[src/rtl/pipelined_rv32i_core.sv]
// Five-stage in-order RV32I integer core (ALU ops, LW, SW; no branches or stalls).
// Define FORWARDING_EN to forward EX operands from EX/MEM and MEM/WB.
module pipelined_rv32i_core (
    input  logic        clock,
    input  logic        reset,
    output logic [31:0] io_imem_PC,
    input  logic [31:0] io_imem_instr,
    output logic [31:0] io_dmem_addr,
    output logic [31:0] io_dmem_wData,
    output logic        io_dmem_wrEn,
    input  logic [31:0] io_dmem_rData,
    output logic [31:0] io_check_res
);
    logic [31:0] pc;
    logic [31:0] if_id_instr;

    logic        id_ex_wr, id_ex_load, id_ex_store, id_ex_use_imm, id_ex_alt;
    logic [2:0]  id_ex_funct3;
    logic [4:0]  id_ex_rd;
    logic [31:0] id_ex_a, id_ex_b, id_ex_imm;
`ifdef FORWARDING_EN
    logic [4:0]  id_ex_rs1, id_ex_rs2;
`endif

    logic        ex_mem_wr, ex_mem_load, ex_mem_store;
    logic [4:0]  ex_mem_rd;
    logic [31:0] ex_mem_alu, ex_mem_sdata;

    logic        mem_wb_wr;
    logic [4:0]  mem_wb_rd;
    logic [31:0] mem_wb_res;

    logic [31:0] regs [32];

    logic [6:0]  opcode, funct7;
    logic [2:0]  funct3;
    logic [4:0]  rd, rs1, rs2;
    logic        dec_wr, dec_load, dec_store, dec_use_imm, dec_alt;
    logic [2:0]  dec_funct3;
    logic [31:0] dec_imm, rs1_val, rs2_val;

    assign opcode = if_id_instr[6:0];
    assign rd     = if_id_instr[11:7];
    assign funct3 = if_id_instr[14:12];
    assign rs1    = if_id_instr[19:15];
    assign rs2    = if_id_instr[24:20];
    assign funct7 = if_id_instr[31:25];

    // Anything not recognised leaves dec_wr/dec_store low and so retires as a NOP.
    always_comb begin
        dec_wr      = 1'b0;
        dec_load    = 1'b0;
        dec_store   = 1'b0;
        dec_use_imm = 1'b0;
        dec_alt     = 1'b0;
        dec_funct3  = funct3;
        dec_imm     = {{20{if_id_instr[31]}}, if_id_instr[31:20]};
        case (opcode)
            7'b0110011: begin
                if (funct7 == 7'h00 || (funct7 == 7'h20 && (funct3 == 3'b000 || funct3 == 3'b101))) begin
                    dec_wr  = 1'b1;
                    dec_alt = funct7[5];
                end
            end
            7'b0010011: begin
                dec_use_imm = 1'b1;
                if (funct3 == 3'b001) begin
                    dec_wr = (funct7 == 7'h00);
                end else if (funct3 == 3'b101) begin
                    dec_wr  = (funct7 == 7'h00 || funct7 == 7'h20);
                    dec_alt = funct7[5];
                end else begin
                    dec_wr = 1'b1;
                end
            end
            7'b0000011: begin
                if (funct3 == 3'b010) begin
                    dec_wr      = 1'b1;
                    dec_load    = 1'b1;
                    dec_use_imm = 1'b1;
                    dec_funct3  = 3'b000;
                end
            end
            7'b0100011: begin
                if (funct3 == 3'b010) begin
                    dec_store   = 1'b1;
                    dec_use_imm = 1'b1;
                    dec_funct3  = 3'b000;
                    dec_imm     = {{20{if_id_instr[31]}}, if_id_instr[31:25], if_id_instr[11:7]};
                end
            end
            default: ;
        endcase
        if (rd == 5'd0) dec_wr = 1'b0;
    end

    // A WB write to a register is visible to the ID read in the same cycle.
    assign rs1_val = (mem_wb_wr && mem_wb_rd == rs1) ? mem_wb_res : regs[rs1];
    assign rs2_val = (mem_wb_wr && mem_wb_rd == rs2) ? mem_wb_res : regs[rs2];

    logic [31:0] op_a, fwd_b, op_b, alu;

`ifdef FORWARDING_EN
    // EX/MEM is checked last so the youngest producer wins; loads there are not ready yet.
    always_comb begin
        op_a  = id_ex_a;
        fwd_b = id_ex_b;
        if (mem_wb_wr && mem_wb_rd == id_ex_rs1) op_a  = mem_wb_res;
        if (mem_wb_wr && mem_wb_rd == id_ex_rs2) fwd_b = mem_wb_res;
        if (ex_mem_wr && !ex_mem_load && ex_mem_rd == id_ex_rs1) op_a  = ex_mem_alu;
        if (ex_mem_wr && !ex_mem_load && ex_mem_rd == id_ex_rs2) fwd_b = ex_mem_alu;
    end
`else
    assign op_a  = id_ex_a;
    assign fwd_b = id_ex_b;
`endif

    assign op_b = id_ex_use_imm ? id_ex_imm : fwd_b;

    always_comb begin
        alu = '0;
        case (id_ex_funct3)
            3'b000:  alu = id_ex_alt ? op_a - op_b : op_a + op_b;
            3'b001:  alu = op_a << op_b[4:0];
            3'b010:  alu = {31'd0, $signed(op_a) < $signed(op_b)};
            3'b011:  alu = {31'd0, op_a < op_b};
            3'b100:  alu = op_a ^ op_b;
            3'b101:  alu = id_ex_alt ? 32'($signed(op_a) >>> op_b[4:0]) : op_a >> op_b[4:0];
            3'b110:  alu = op_a | op_b;
            default: alu = op_a & op_b;
        endcase
    end

    // Reset turns every stage into a bubble; an all-zero word decodes as a NOP.
    always_ff @(posedge clock or negedge reset) begin
        if (!reset) begin
            pc            <= '0;
            if_id_instr   <= '0;
            id_ex_wr      <= 1'b0;
            id_ex_load    <= 1'b0;
            id_ex_store   <= 1'b0;
            id_ex_use_imm <= 1'b0;
            id_ex_alt     <= 1'b0;
            id_ex_funct3  <= '0;
            id_ex_rd      <= '0;
            id_ex_a       <= '0;
            id_ex_b       <= '0;
            id_ex_imm     <= '0;
`ifdef FORWARDING_EN
            id_ex_rs1     <= '0;
            id_ex_rs2     <= '0;
`endif
            ex_mem_wr     <= 1'b0;
            ex_mem_load   <= 1'b0;
            ex_mem_store  <= 1'b0;
            ex_mem_rd     <= '0;
            ex_mem_alu    <= '0;
            ex_mem_sdata  <= '0;
            mem_wb_wr     <= 1'b0;
            mem_wb_rd     <= '0;
            mem_wb_res    <= '0;
        end else begin
            pc            <= pc + 32'd4;
            if_id_instr   <= io_imem_instr;
            id_ex_wr      <= dec_wr;
            id_ex_load    <= dec_load;
            id_ex_store   <= dec_store;
            id_ex_use_imm <= dec_use_imm;
            id_ex_alt     <= dec_alt;
            id_ex_funct3  <= dec_funct3;
            id_ex_rd      <= rd;
            id_ex_a       <= rs1_val;
            id_ex_b       <= rs2_val;
            id_ex_imm     <= dec_imm;
`ifdef FORWARDING_EN
            id_ex_rs1     <= rs1;
            id_ex_rs2     <= rs2;
`endif
            ex_mem_wr     <= id_ex_wr;
            ex_mem_load   <= id_ex_load;
            ex_mem_store  <= id_ex_store;
            ex_mem_rd     <= id_ex_rd;
            ex_mem_alu    <= alu;
            ex_mem_sdata  <= fwd_b;
            mem_wb_wr     <= ex_mem_wr;
            mem_wb_rd     <= ex_mem_rd;
            mem_wb_res    <= ex_mem_load ? io_dmem_rData : ex_mem_alu;
        end
    end

    // x0 is never written because decode drops writes with rd == 0.
    always_ff @(posedge clock or negedge reset) begin
        if (!reset) begin
            for (int i = 0; i < 32; i++) regs[i] <= '0;
        end else if (mem_wb_wr) begin
            regs[mem_wb_rd] <= mem_wb_res;
        end
    end

    assign io_imem_PC    = pc;
    assign io_dmem_addr  = {2'b00, ex_mem_alu[31:2]};
    assign io_dmem_wData = ex_mem_sdata;
    assign io_dmem_wrEn  = ex_mem_store;
    assign io_check_res  = mem_wb_wr ? mem_wb_res : 32'd0;
endmodule

[config.mk]
export PLATFORM = sky130hd
export DESIGN_NAME = pipelined_rv32i_core
export DESIGN_NICKNAME = d
export VERILOG_FILES = /design/src/rtl/pipelined_rv32i_core.sv
export SDC_FILE = /design/constraint.sdc
export NUM_CORES = 2
export LEC_CHECK = 0
export CAP_MARGIN = 5
export CORE_UTILIZATION = 41
export CTS_CLUSTER_DIAMETER = 40
export DETAILED_ROUTE_END_ITERATION = 8
export DONT_BUFFER_PORTS = 1
export GPL_TIMING_DRIVEN = 1
export MAX_ROUTING_LAYER = met4
export SLEW_MARGIN = 20
export SYNTH_ARGS = -nofsm -noshare
export SYNTH_HDL_FRONTEND = slang
export SYNTH_SLANG_ARGS = --single-unit
[constraint.sdc]
create_clock -name clock -period 9 [get_ports clock]
set_input_delay 0.45 -clock clock [delete_from_list [all_inputs] [get_ports clock]]
set_output_delay 0.45 -clock clock [all_outputs]
set_load 0.05 [all_outputs]
; After elaboration in Yosys (flattened, before gate mapping)
; Cells that the tools add are included.
; Widths: inputs -> output; s select.
[op_classes]
addsub = 3
magnitude_cmp = 6
eq_ne = 16
shift = 3
muxes = 34
n_bitwise = 6
reduce_logical = 12
[op_table]
columns = op, count
row1 = $bwmux 1024, 1
row2 = $mux 32, 12
row3 = $bmux 32 s5, 2
row4 = $pmux 32 s7, 1
row5 = $demux 32 s5, 1
row6 = $lt 32x32->1, 2
row7 = $add 32x3->32 const B, 1
row8 = $add 32x32->32, 1
row9 = $and 32x32->32, 1
row10 = $or 32x32->32, 1
row11 = $shl 32x5->32, 1
row12 = $shr 32x5->32, 1
row13 = $sshr 32x5->32, 1
row14 = $sub 32x32->32, 1
row15 = $xor 32x32->32, 1
row16 = $eq 7x6->1 const B, 3
row17 = $ge 6x6->1 const B, 3
row18 = $not 5->6, 3
row19 = $eq 3x3->1 const B, 4
row20 = $eq 5x5->1, 2
row21 = $mux 1, 10
row22 = $mux 5, 2
row23 = $eq 3x2->1 const B, 3
row24 = $eq 7x2->1 const B, 1
row25 = 12 further kinds, 21
[totals]
reg_bits = 1287
inputBits = 66
output_inout_bits = 129
word_cells = 133

; Longest topological paths before layout
[depth]
word_depth = 7
mapped_depth = 17

; Least setup slack after synthesis
; Ideal clock, no wire load.
[synth_path]
kind = register to register
start = reg id_ex_use_imm
end = reg ex_mem_alu[18]
setup_time_ns = 0.126
t_arrival_ns = 3.893
slack_ns = 4.981
stages_incl_launch_ff = 17
cell_sequence = dfrtp_1 -> buf_6 -> mux2i_4 -> inv_4 -> buf_2 -> buf_1 -> ha_1 -> fa_1 -> a211o_1 -> a311o_1 -> nand4_1 -> a41oi_2 -> o21ai_1 -> a21o_1 -> a21oi_1 -> o21a_1 -> o32a_1
[synth_between]
elab_chain_len = 4
word_cells_on_any_way = 12
[synth_rtl]
columns = item, line_no
row1 = "start, declared", 17  ; logic id_ex_wr, id_ex_load, id_ex_store, id_ex_use_imm, id_ex_alt;
row2 = "start signal, assigned", 168  ; id_ex_use_imm <= dec_use_imm;
row3 = $mux 32 *, 118  ; assign op_b = id_ex_use_imm ? id_ex_imm : fwd_b;
row4 = "$add 32x32->32, or another cell as far along", 123  ; 3'b000: alu = id_ex_alt ? op_a - op_b : op_a + op_b;
row5 = "$mux 32, on equally long branches", "123, 128"
row6 = $pmux 32 s7 *, 122  ; case (id_ex_funct3)
row7 = named net alu[18], 101  ; logic [31:0] op_a, fwd_b, op_b, alu;
row8 = "end signal, assigned", 183  ; ex_mem_alu <= alu;
row9 = "end, declared", 27  ; logic [31:0] ex_mem_alu, ex_mem_sdata;
; The timed path passes the listed nets; every way through them passes the cells marked *.
; A chain may end at the register's enable or synchronous reset.

; Final worst setup path
[layout_path]
start = reg id_ex_use_imm
end = reg ex_mem_alu[0]
; Same word-level chain as after synthesis.

==> run_results.csv <==
group,metric,value,unit
worst_setup_path,crit_slowest_cell,"dfrtp_1",
worst_setup_path,worstPathArrival,6560,ps
placement,place.gp.congestion,0.9725,
cells_and_area,layout-drive-gt1-share,0.4265,
worst_setup_path,cpPeakStageDelay,1030,ps
clocking,cts_buffer_depth,3,
clocking,cts_tree,"done",
grt,grt_use_total,0.2766,
pwr,power_density,173.1,mW/mm2
routing,wl_per_cell,31.71,um
die,row_count,153,
yosys,synth_simple_gate_area_frac,0.04061,
routing,first_pass_iters,6,
yosys,synth_top_cell_by_area,"dfrtp_1",
pwr,ir_worst_vdd,0.1650,mV
routing,ant_nets,0,
cells_and_area,final_nets,5245,
clocking,cts-htree-levels,4,
die,ioPinCount,195,
yosys,yosysMostFrequentCell,"dfrtp_1",
routing,first_iter_violations,5018,
yosys,avgSynthCellArea,13.87,um2
yosys,synth-edff-count,0,
yosys,ys_top_cells_by_count,"1285 x dfrtp_1, 1057 x mux2_2, 663 x mux4_2, 297 x clkbuf_1, 239 x nand2_1",
cells_and_area,fin_area,0.08134,mm2
yosys,ys_ff_latch,1285,
pwr,p_sw_frac,0.2416,
routing,drc,0,
timing,finalSetupViolCount,0,
worst_setup_path,required,9680,ps
timing,hold_viol_final,0,
timing,maxSlewHeadroom,0.2384,
grt,grt_max_degree,210,
yosys,synth_fa_ha_area_frac,0.02172,
grt,grt_pass1_vias,48460,
timing,timing.fmax,170.2,MHz
timing,final-max-slew-violation-count,0,
yosys,synth_compound_area_frac,0.05024,
yosys,netlist_area,0.07212,mm2
yosys,ys_seq_area_frac,0.4458,
die,core,0.1742,mm2
worst_setup_path,worstSetupPathType,"flip-flop to flip-flop",
timing,worstMarginPinSlew,1132,ps
pwr,p_int,10680,uW
worst_setup_path,endpoint_kind,"flip-flop",
pwr,p_seq_frac,0.421,
yosys,synth_cell_types,94,
worst_setup_path,cpMostUsedCell,"o21ai_1",
die,die_area,0.1776,mm2
worst_setup_path,path_delay_family,"compound AO/OA/AOI/OAI gates",
yosys,synth_top_family_by_area,"multiplexers",
routing,met2_wirelength,113.9,mm
clocking,clockRootBuffer,"clkbuf_16",
routing,wl_met1,97.78,mm
die,die_w,421.4,um
cells_and_area,n_fill_cell,15180,
timing,period_needed,5874,ps
run_status,status,"completed",
clocking,clock_latency,820,ps
routing,top_layer,"met4",
pwr,pwr-share-comb,0.047,
grt,antenna_found_initial,12,
pwr,clkPwrFrac,0.532,
timing,fin_worst_skew,34.26,ps
routing,num_vias,47330,
pwr,power.leakage,0.03682,uW
worst_setup_path,worstSetupStartpointType,"flip-flop",
grt,overflow,0,
yosys,ys.flop_type,"dfrtp_1",
yosys,synthCells,5201,
worst_setup_path,worstPathMaxFanout,45,
cells_and_area,finish.utilization,0.4669,
yosys,synth_top_area_share,0.4458,
min_path,hold_class,"primary input to flip-flop",
yosys,synth_area_leaders,"dfrtp_1 45%, mux4_2 21%, mux2_2 17%",
placement,dpl_cell_area,0.07430,mm2
grt,grt_pass1_wl,349.2,mm
timing,rsz0062_at_grt,"false",
routing,routed-wl-met3,17.02,mm
pwr,netSwitchingPower,3402,uW
timing,min_period_over_period,0.6527,
yosys,async_flop_share,1.000,
worst_setup_path,critical_path_buf_inv_count,3,
clocking,cts_buffers,172,
routing,wl,238.7,mm
clocking,path_clk_slew,60,ps
cells_and_area,synthToLayoutAreaGrowth,12.78,%
pwr,finalPower,14080,uW
run,maxCapViolations,0,
die,start_util,0.4140,
placement,io_buffers,0,
yosys,synth_xor_area_frac,0.01008,
worst_setup_path,path_cells,"mux2i_4, buf_4, inv_4, ha_1, inv_1, fa_1, nor2b_1, o21ai_1, a211oi_1, nor4_2, o21ai_1, a41oi_1, o21ai_1, a31oi_1, o32a_1",
yosys,yosys-mux-area-fraction,0.3962,
routing,drt-vias-per-instance,6.288,
clocking,clkSinkCount,1285,
timing,setup_tns,0,ps
yosys,yosys_warnings,0,
die,die_h,421.4,um
placement,hpwl,143.9,mm
metrics by stage:
stage               setup WS, ps  std cells  hold WS, ps
floorplan                   4981       5204        154.4
global placement            3264       7135        154.5
detailed placement          3223       7138        154.5
CTS                         3173       7521        129.2
global route                2920       7524        151.8
finish                      3126       7528        185.9
placed cells by master, fill, tap and decap left out, drive strengths merged, types with 32 or more instances in the layout:
master          n
clkbuf        205
a211oi         32
a21oi         174
clkinv         35
nand3          37
mux2         1057
buf           110
ha            122
bufinv         32
nand2         239
mux2i         157
and2           37
o21ai         173
mux4          668
dlygate4sd3    66
xnor2          55
dfrtp        1285
nor2          177
inv           142
nor3           36
kinds of logic after synthesis:
logic type / after synthesis
multiplexers: 1882
flip-flops: 1285
AND/OR/NAND/NOR: 640
buffers and inverters: 610
AO/OA/AOI/OAI: 576
adder cells (fa/ha/maj): 124
XOR/XNOR: 83
other: 1
power groups by stage:
stage / registers (uW) / logic, uW / clock network [uW]
after floorplan: 5930 / 417 / 0
after global placement: 6030 / 639 / 0
after detailed placement: 6030 / 645 / 0
after CTS: 5920 / 670 / 7610
after global routing: 5920 / 714 / 7840
final: 5920 / 667 / 7490
layer usage:
layer / vias to the layer above / GRT usage
li1: 19420 / -
met1: 25410 / 0.3601
met2: 1971 / 0.4292
met3: 535 / 0.05229
met4: 0 / 0.1068
met5: - / -
final cells by class:
| class | instances | area, um2 | area share |
|---|---|---|---|
| antenna | 5 | 12.51 | 0.0001538 |
| clock inverter | 112 | 1672 | 0.02055 |
| tap | 2325 | 2909 | 0.03576 |
| multi-input combinational | 3309 | 37740 | 0.4639 |
| clock buffer | 205 | 4631 | 0.05693 |
| timing repair buffer | 176 | 1757 | 0.02160 |
| inverter | 111 | 421.7 | 0.005184 |
| sequential | 1285 | 32200 | 0.3959 |
registers in the layout, indices dropped and copies added, names as in the netlist, 12 cells and up:
register       cells
io_imem_PC        30
ex_mem_alu        32
mem_wb_res        32
id_ex_imm         12
if_id_instr       32
id_ex_a           32
io_dmem_wData     32
regs            1024
fwd_b             32
final timing paths:
| kind | startpoint | endpoint | slack (ps) | cells past startpoint |
|---|---|---|---|---|
| setup / recovery | id_ex_use_imm$_DFF_PN0_ | ex_mem_alu[0]$_DFF_PN0_ | 3130 | 15 |
| hold / removal | io_imem_instr[3] | if_id_instr[3]$_DFF_PN0_ | 190 | 1 |
| setup reg to reg | id_ex_use_imm$_DFF_PN0_ | ex_mem_alu[0]$_DFF_PN0_ | 3130 | 15 |
| hold reg to reg | ex_mem_rd[0]$_DFF_PN0_ | mem_wb_rd[0]$_DFF_PN0_ | 340 | 0 |
| max in group asynchronous | reset | if_id_instr[15]$_DFF_PN0_ | 4540 | 9 |
| min in group asynchronous | reset | io_dmem_wData[23]$_DFF_PN0_ | 470 | 2 |
repair_timing:
item / in CTS / in global routing
resized for setup: 0 / 0
hold buffers: 66 / 0
setup buffers: 0 / 0
endpoints found under the hold margin: 222 / 0
Note: power is estimated with default switching activity, not from simulation.
